--- config.mk ---
export PLATFORM = sky130hd
export DESIGN_NAME = u_rec_cfg
export DESIGN_NICKNAME = d
export VERILOG_FILES = /design/src/rtl/u_rec_pkg.sv /design/src/rtl/u_rec_sync.sv /design/src/rtl/u_rec_cfg.sv
export SDC_FILE = /design/constraint.sdc
export NUM_CORES = 1
export LEC_CHECK = 0
export ABC_AREA = 1
export ABC_CLOCK_PERIOD_IN_PS = 3100
export CORE_MARGIN = 2
export CORE_UTILIZATION = 35
export DETAILED_ROUTE_END_ITERATION = 10
export GPL_ROUTABILITY_DRIVEN = 0
export MAX_ROUTING_LAYER = met4
export SYNTH_ARGS = -nofsm -noshare
export SYNTH_HDL_FRONTEND = slang
export SYNTH_SLANG_ARGS = --single-unit
--- constraint.sdc ---
create_clock -name sys_clk -period 3.1 [get_ports sys_clk]
set_clock_uncertainty 0.15 [all_clocks]
set_input_delay 0.62 -clock sys_clk [delete_from_list [all_inputs] [get_ports sys_clk]]
set_output_delay 0.62 -clock sys_clk [all_outputs]
set_load 0.02 [all_outputs]
--- src/rtl/u_rec_pkg.sv ---
// Shared types and helpers for the configurable UART receiver.
package u_rec_pkg;

   typedef enum logic [2:0] {
      R_ARM    = 3'd0,
      R_IDLE   = 3'd1,
      R_START  = 3'd2,
      R_DATA   = 3'd3,
      R_PARITY = 3'd4,
      R_STOP   = 3'd5
   } rec_state_e;

   localparam logic PAR_EVEN = 1'b0;
   localparam logic PAR_ODD  = 1'b1;

   function automatic bit params_ok(
      input int db,
      input int os,
      input int pe,
      input int po,
      input int sb,
      input int ss
   );
      return (db >= 5) && (db <= 9) &&
             (os >= 8) && (os <= 32) && (os % 2 == 0) &&
             (pe == 0 || pe == 1) &&
             (po == 0 || po == 1) &&
             (sb == 1 || sb == 2) &&
             (ss >= 2) && (ss <= 3);
   endfunction

endpackage

--- src/rtl/u_rec_sync.sv ---
// Input synchroniser, idle-high reset, plus a flush-done indication.
module u_rec_sync #(
   parameter int STAGES = 2
) (
   input  logic clk_i,
   input  logic rst_ni,
   input  logic d_i,
   output logic q_o,
   output logic vld_o
);

   logic [STAGES-1:0] sync_q;
   logic [STAGES-1:0] vld_q;

   // vld_o rises once the reset value has been flushed out of the chain
   always_ff @(posedge clk_i) begin
      if (!rst_ni) begin
         sync_q <= '1;
         vld_q  <= '0;
      end else begin
         sync_q <= {sync_q[STAGES-2:0], d_i};
         vld_q  <= {vld_q[STAGES-2:0], 1'b1};
      end
   end

   assign q_o   = sync_q[STAGES-1];
   assign vld_o = vld_q[STAGES-1];

endmodule

--- src/rtl/u_rec_cfg.sv ---
// Parametrised UART receiver with held-word handshake and error flags.
module u_rec_cfg
   import u_rec_pkg::*;
#(
   parameter int DATA_BITS   = 8,
   parameter int OVERSAMPLE  = 16,
   parameter int PARITY_EN   = 0,
   parameter int PARITY_ODD  = 0,
   parameter int STOP_BITS   = 1,
   parameter int SYNC_STAGES = 2
) (
   input  logic                 sys_clk,
   input  logic                 sys_rst_l,
   input  logic                 bit_tickH,
   input  logic                 uart_dataH,
   input  logic                 rec_ackH,
   output logic [DATA_BITS-1:0] rec_dataH,
   output logic                 rec_readyH,
   output logic                 rec_parity_errH,
   output logic                 rec_frame_errH,
   output logic                 rec_breakH,
   output logic                 rec_overrunH
);

   localparam int CW = $clog2(OVERSAMPLE);
   localparam int BW = $clog2(DATA_BITS + 3);
   localparam logic [CW-1:0] MID  = CW'(OVERSAMPLE / 2 - 1);
   localparam logic [CW-1:0] LAST = CW'(OVERSAMPLE - 1);
   localparam logic [BW-1:0] DLST = BW'(DATA_BITS - 1);
   localparam logic [BW-1:0] SLST = BW'(STOP_BITS - 1);
   localparam logic PAR_BIT = (PARITY_ODD != 0) ? PAR_ODD : PAR_EVEN;

   if (!params_ok(DATA_BITS, OVERSAMPLE, PARITY_EN,
                  PARITY_ODD, STOP_BITS, SYNC_STAGES)) begin : g_bad_cfg
      $error("u_rec_cfg: illegal parameter set");
   end

   logic rx;
   logic rx_vld;

   u_rec_sync #(
      .STAGES(SYNC_STAGES)
   ) u_sync (
      .clk_i (sys_clk),
      .rst_ni(sys_rst_l),
      .d_i   (uart_dataH),
      .q_o   (rx),
      .vld_o (rx_vld)
   );

   rec_state_e           state_q, state_d;
   logic [CW-1:0]        cnt_q, cnt_d;
   logic [BW-1:0]        bit_q, bit_d;
   logic [DATA_BITS-1:0] shf_q, shf_d;
   logic                 perr_q, perr_d;
   logic                 ferr_q, ferr_d;
   logic                 low_q, low_d;

   logic                 dlv;
   logic                 dlv_fe;
   logic                 dlv_bk;
   logic                 load;

   logic [DATA_BITS-1:0] data_q;
   logic                 rdy_q, pe_q, fe_q, bk_q, ov_q;

   always_comb begin
      state_d = state_q;
      cnt_d   = cnt_q;
      bit_d   = bit_q;
      shf_d   = shf_q;
      perr_d  = perr_q;
      ferr_d  = ferr_q;
      low_d   = low_q;
      dlv     = 1'b0;
      dlv_fe  = ferr_q | ~rx;
      dlv_bk  = low_q & ~rx;
      if (bit_tickH) begin
         cnt_d = cnt_q + CW'(1);
         unique case (state_q)
            R_ARM: begin
               cnt_d = '0;
               if (rx && rx_vld) state_d = R_IDLE;
            end
            R_IDLE: begin
               cnt_d = '0;
               if (!rx) state_d = R_START;
            end
            R_START: begin
               if (cnt_q == MID) begin
                  cnt_d   = '0;
                  bit_d   = '0;
                  perr_d  = 1'b0;
                  ferr_d  = 1'b0;
                  low_d   = 1'b1;
                  state_d = rx ? R_IDLE : R_DATA;
               end
            end
            R_DATA: begin
               if (cnt_q == LAST) begin
                  cnt_d = '0;
                  shf_d = {rx, shf_q[DATA_BITS-1:1]};
                  low_d = low_q & ~rx;
                  bit_d = bit_q + BW'(1);
                  if (bit_q == DLST) begin
                     bit_d   = '0;
                     state_d = (PARITY_EN != 0) ? R_PARITY : R_STOP;
                  end
               end
            end
            R_PARITY: begin
               if (cnt_q == LAST) begin
                  cnt_d   = '0;
                  perr_d  = (^shf_q) ^ rx ^ PAR_BIT;
                  low_d   = low_q & ~rx;
                  state_d = R_STOP;
               end
            end
            R_STOP: begin
               if (cnt_q == LAST) begin
                  cnt_d  = '0;
                  ferr_d = dlv_fe;
                  low_d  = dlv_bk;
                  bit_d  = bit_q + BW'(1);
                  // deliver mid last stop bit so back-to-back starts are seen
                  if (bit_q == SLST) begin
                     dlv     = 1'b1;
                     state_d = dlv_bk ? R_ARM : R_IDLE;
                  end
               end
            end
            default: begin
               cnt_d   = '0;
               state_d = R_ARM;
            end
         endcase
      end
   end

   always_ff @(posedge sys_clk) begin
      if (!sys_rst_l) begin
         state_q <= R_ARM;
         cnt_q   <= '0;
         bit_q   <= '0;
         shf_q   <= '0;
         perr_q  <= 1'b0;
         ferr_q  <= 1'b0;
         low_q   <= 1'b0;
      end else begin
         state_q <= state_d;
         cnt_q   <= cnt_d;
         bit_q   <= bit_d;
         shf_q   <= shf_d;
         perr_q  <= perr_d;
         ferr_q  <= ferr_d;
         low_q   <= low_d;
      end
   end

   assign load = dlv && (!rdy_q || rec_ackH);

   always_ff @(posedge sys_clk) begin
      if (!sys_rst_l) begin
         data_q <= '0;
         rdy_q  <= 1'b0;
         pe_q   <= 1'b0;
         fe_q   <= 1'b0;
         bk_q   <= 1'b0;
         ov_q   <= 1'b0;
      end else begin
         if (load) begin
            data_q <= shf_q;
            rdy_q  <= 1'b1;
            pe_q   <= perr_q;
            fe_q   <= dlv_fe;
            bk_q   <= dlv_bk;
         end else if (rec_ackH && rdy_q) begin
            rdy_q <= 1'b0;
            pe_q  <= 1'b0;
            fe_q  <= 1'b0;
            bk_q  <= 1'b0;
         end
         if (dlv && rdy_q && !rec_ackH) ov_q <= 1'b1;
         else if (rec_ackH && rdy_q) ov_q <= 1'b0;
      end
   end

   assign rec_dataH       = data_q;
   assign rec_readyH      = rdy_q;
   assign rec_parity_errH = pe_q;
   assign rec_frame_errH  = fe_q;
   assign rec_breakH      = bk_q;
   assign rec_overrunH    = ov_q;

endmodule

==> results.cfg <==
[run_status]
status = finished clean

[critical_path]
crit_type = flop to output pin
cp.depth = 1
startpoint_type = flop
reg2reg_slack_ps = 1110
r2r_start = cnt_q[0]
cp_slowest_cell = clkdlybuf4s50_1
slowest_delay_ps = 650
path_cells = clkdlybuf4s50_1
r2r_end = rec_dataH[7]
reg2regPathDepth = 10
worstPathArrival_ps = 1410
critPathBufInv = 1
critPathCaptureType = output pin
critPathTopFamily = buffers and inverters
path_max_fanout = 6
worstPathRequired_ps = 2330

[cts]
postCtsHoldBufs = 0
cts_buffers = 5
cts_resized = 0
root_buffer = clkbuf_8
clk_latency_ps = 290
clk_pin_slew_ps = 80
cts_tree = built
h-tree-depth = 2
cts_setup_buffers = 0
cts.path.max_buffers = 2
cts.sinks = 39

[drt]
dr_total_vias = 1733
drtIter0Drc = 154
viasPerCell = 4.71
drtPass1Iterations = 4
wl_per_cell_um = 10.9
final_antenna_net_count = 0
wirelength_um = 4010
drc = 0

[cells_and_area]
fin_util_pct = 42.4
layout.nets = 303
area_growth_pct = 18.0
drive_gt1_share_pct = 11.8
stdcell_area_um2 = 2320
num_antenna_cells = 0

[pwr]
finalPower_w = 0.00146
power_frac_clock_pct = 31.1
ir_drop_mv = 0.239
switchingPower_w = 0.000521
internal_power_w = 0.000943
p_seq_share_pct = 40.5
p_sw_share_pct = 35.6
power.leakage_nw = 1.05
pwr-share-comb_pct = 28.5
powerDensity_nw_per_um2 = 631

[sta]
drv_slew = 0
hold_ws_ps = 268
max-slew-margin-rel_pct = 70.9
final_hold_viol_count = 0
rsz0062_at_grt = no
fin_crit_sh_pct = 70.3
setup_viol = 0
finalSetupTns_ps = 0
max_freq_ghz = 0.459
fin_crit_ps = 2180
worst_slew_pin_slew_ps = 436

[worst_hold_path]
hold_path.class = flop to flop
min_path_cells = 2
min-delay-start = u_sync.vld_q[0]
hold-path-endpoint = u_sync.vld_q[1]

[global_routing]
grt_max_degree = 27
antenna_found_initial = 0
grt_pass1_vias = 1678
track_usage_pct = 14.8
overflow = 0
grt_pass1_wl_um = 7240

[synth]
ys_async_sr_fraction_pct = 0
yosysMostFrequentCell = nand2_1
synth_common_cells = 66 x nand2_1, 39 x dfxtp_1, 32 x nor2_1, 27 x inv_1, 24 x a21oi_1
ys_types = 34
synthCells = 275
synthFlopType = dfxtp_1
synth_area_leaders = dfxtp_1 40%, nand2_1 13%, a21oi_1 6.1%
ys_seq_elements = 39
synth_top_area_share_pct = 39.7
synth_seq_area_share_pct = 39.7
synth_fp_nets = 283
syn_avg_cell_area_um2 = 7.15
synth_warnings = 0
syn_area_um2 = 1970
yosysTopAreaCell = dfxtp_1
synth_edf_count = 0

[placed_design]
post_dp_cell_area_um2 = 2200
dp_hpwl_um = 2930
portBuffers = 17

[floorplanning]
die-area_um2 = 6240
num_io_pins = 18
dieHeight_um = 79.0
placementRows = 27
die_w_um = 79.0
start_util_pct = 35.9
core_area_um2 = 5470

[run]
drv_cap = 0
==> flip-flops by register name, summed over array words and instances (netlist names) <==
signal,count
bit_q,4
cnt_q,4
ferr_q,1
low_q,1
perr_q,1
rec_breakH,1
rec_dataH,8
rec_frame_errH,1
rec_overrunH,1
rec_parity_errH,1
rec_readyH,1
shf_q,8
state_q,3
u_sync.sync_q,2
u_sync.vld_q,2
==> through the flow <==
stage,instances,worst slack [ps]
2_1_floorplan,275,1470
5_1_grt,368,798
4_1_cts,368,905
3_3_place_gp,360,657
6_report,368,922
3_5_place_dp,360,646
==> layout by cell type, fill, tap and decap left out, types with 2 or more instances in the layout <==
| master | instances |
|---|---|
| inv_1 | 27 |
| a21oi_1 | 24 |
| nand3_4 | 2 |
| buf_4 | 2 |
| o21ai_1 | 3 |
| nor3_1 | 3 |
| nor2_4 | 2 |
| nor2_1 | 32 |
| o21ai_0 | 21 |
| nand3_1 | 13 |
| nand2_1 | 66 |
| nand2_4 | 2 |
| a21oi_2 | 2 |
| nor2_2 | 2 |
| dfxtp_1 | 39 |
| xor2_1 | 4 |
| or2_2 | 2 |
| inv_2 | 6 |
| xnor2_1 | 2 |
| nand3_2 | 4 |
| nand2_2 | 2 |
| ha_1 | 3 |
| clkdlybuf4s50_1 | 17 |
| clkbuf_8 | 6 |
==> worst max-delay path by stage <==
stage | startpoint | end
after detailed placement | bit_tickH | rec_dataH[7]
final | rec_readyH | rec_readyH
after floorplan | cnt_q[0] | rec_breakH
after global routing | bit_tickH | rec_dataH[7]
after CTS | rec_readyH | rec_readyH
after global placement | bit_tickH | rec_dataH[5]
==> logic make-up after synthesis <==
family	Yosys count	share of synthesized area, %
and+or+nand+nor	132	31.4
xor gates and xnor gates	6	2.67
AOI/OAI and AO/OA	56	15.8
buffers and inverters	39	8.46
DFF	39	39.7
adders and majority gates	3	1.91
==> cell type report <==
type,instances,area (µm²)
clock buffers,6,82.6
well taps,72,90.1
fillers,587,3150
clock inverters,2,38.8
inverters,33,124
multi-input cells,197,1020
flip-flops and latches,39,781
repair buffers,19,185
==> layer usage <==
layer / track usage, % / routed length (µm) / vias up
li1: - / - / 919
met1: 18.4 / 1960 / 777
met2: 24.2 / 1850 / 31
met3: 3.07 / 134 / 6
met4: 4.66 / 60 / 0
met5: - / 0 / -
==> power by group through the flow <==
stage / registers (W) / clock network (W) / logic, W
final: 0.000593 / 0.000455 / 0.000417
after global placement: 0.000603 / 0 / 0.000413
after global routing: 0.000600 / 0.000489 / 0.000478
after floorplan: 0.000590 / 0 / 0.000343
after CTS: 0.000592 / 0.000469 / 0.000418
after detailed placement: 0.000604 / 0 / 0.000415
No activity file was read; power rests on OpenSTA's default activity.
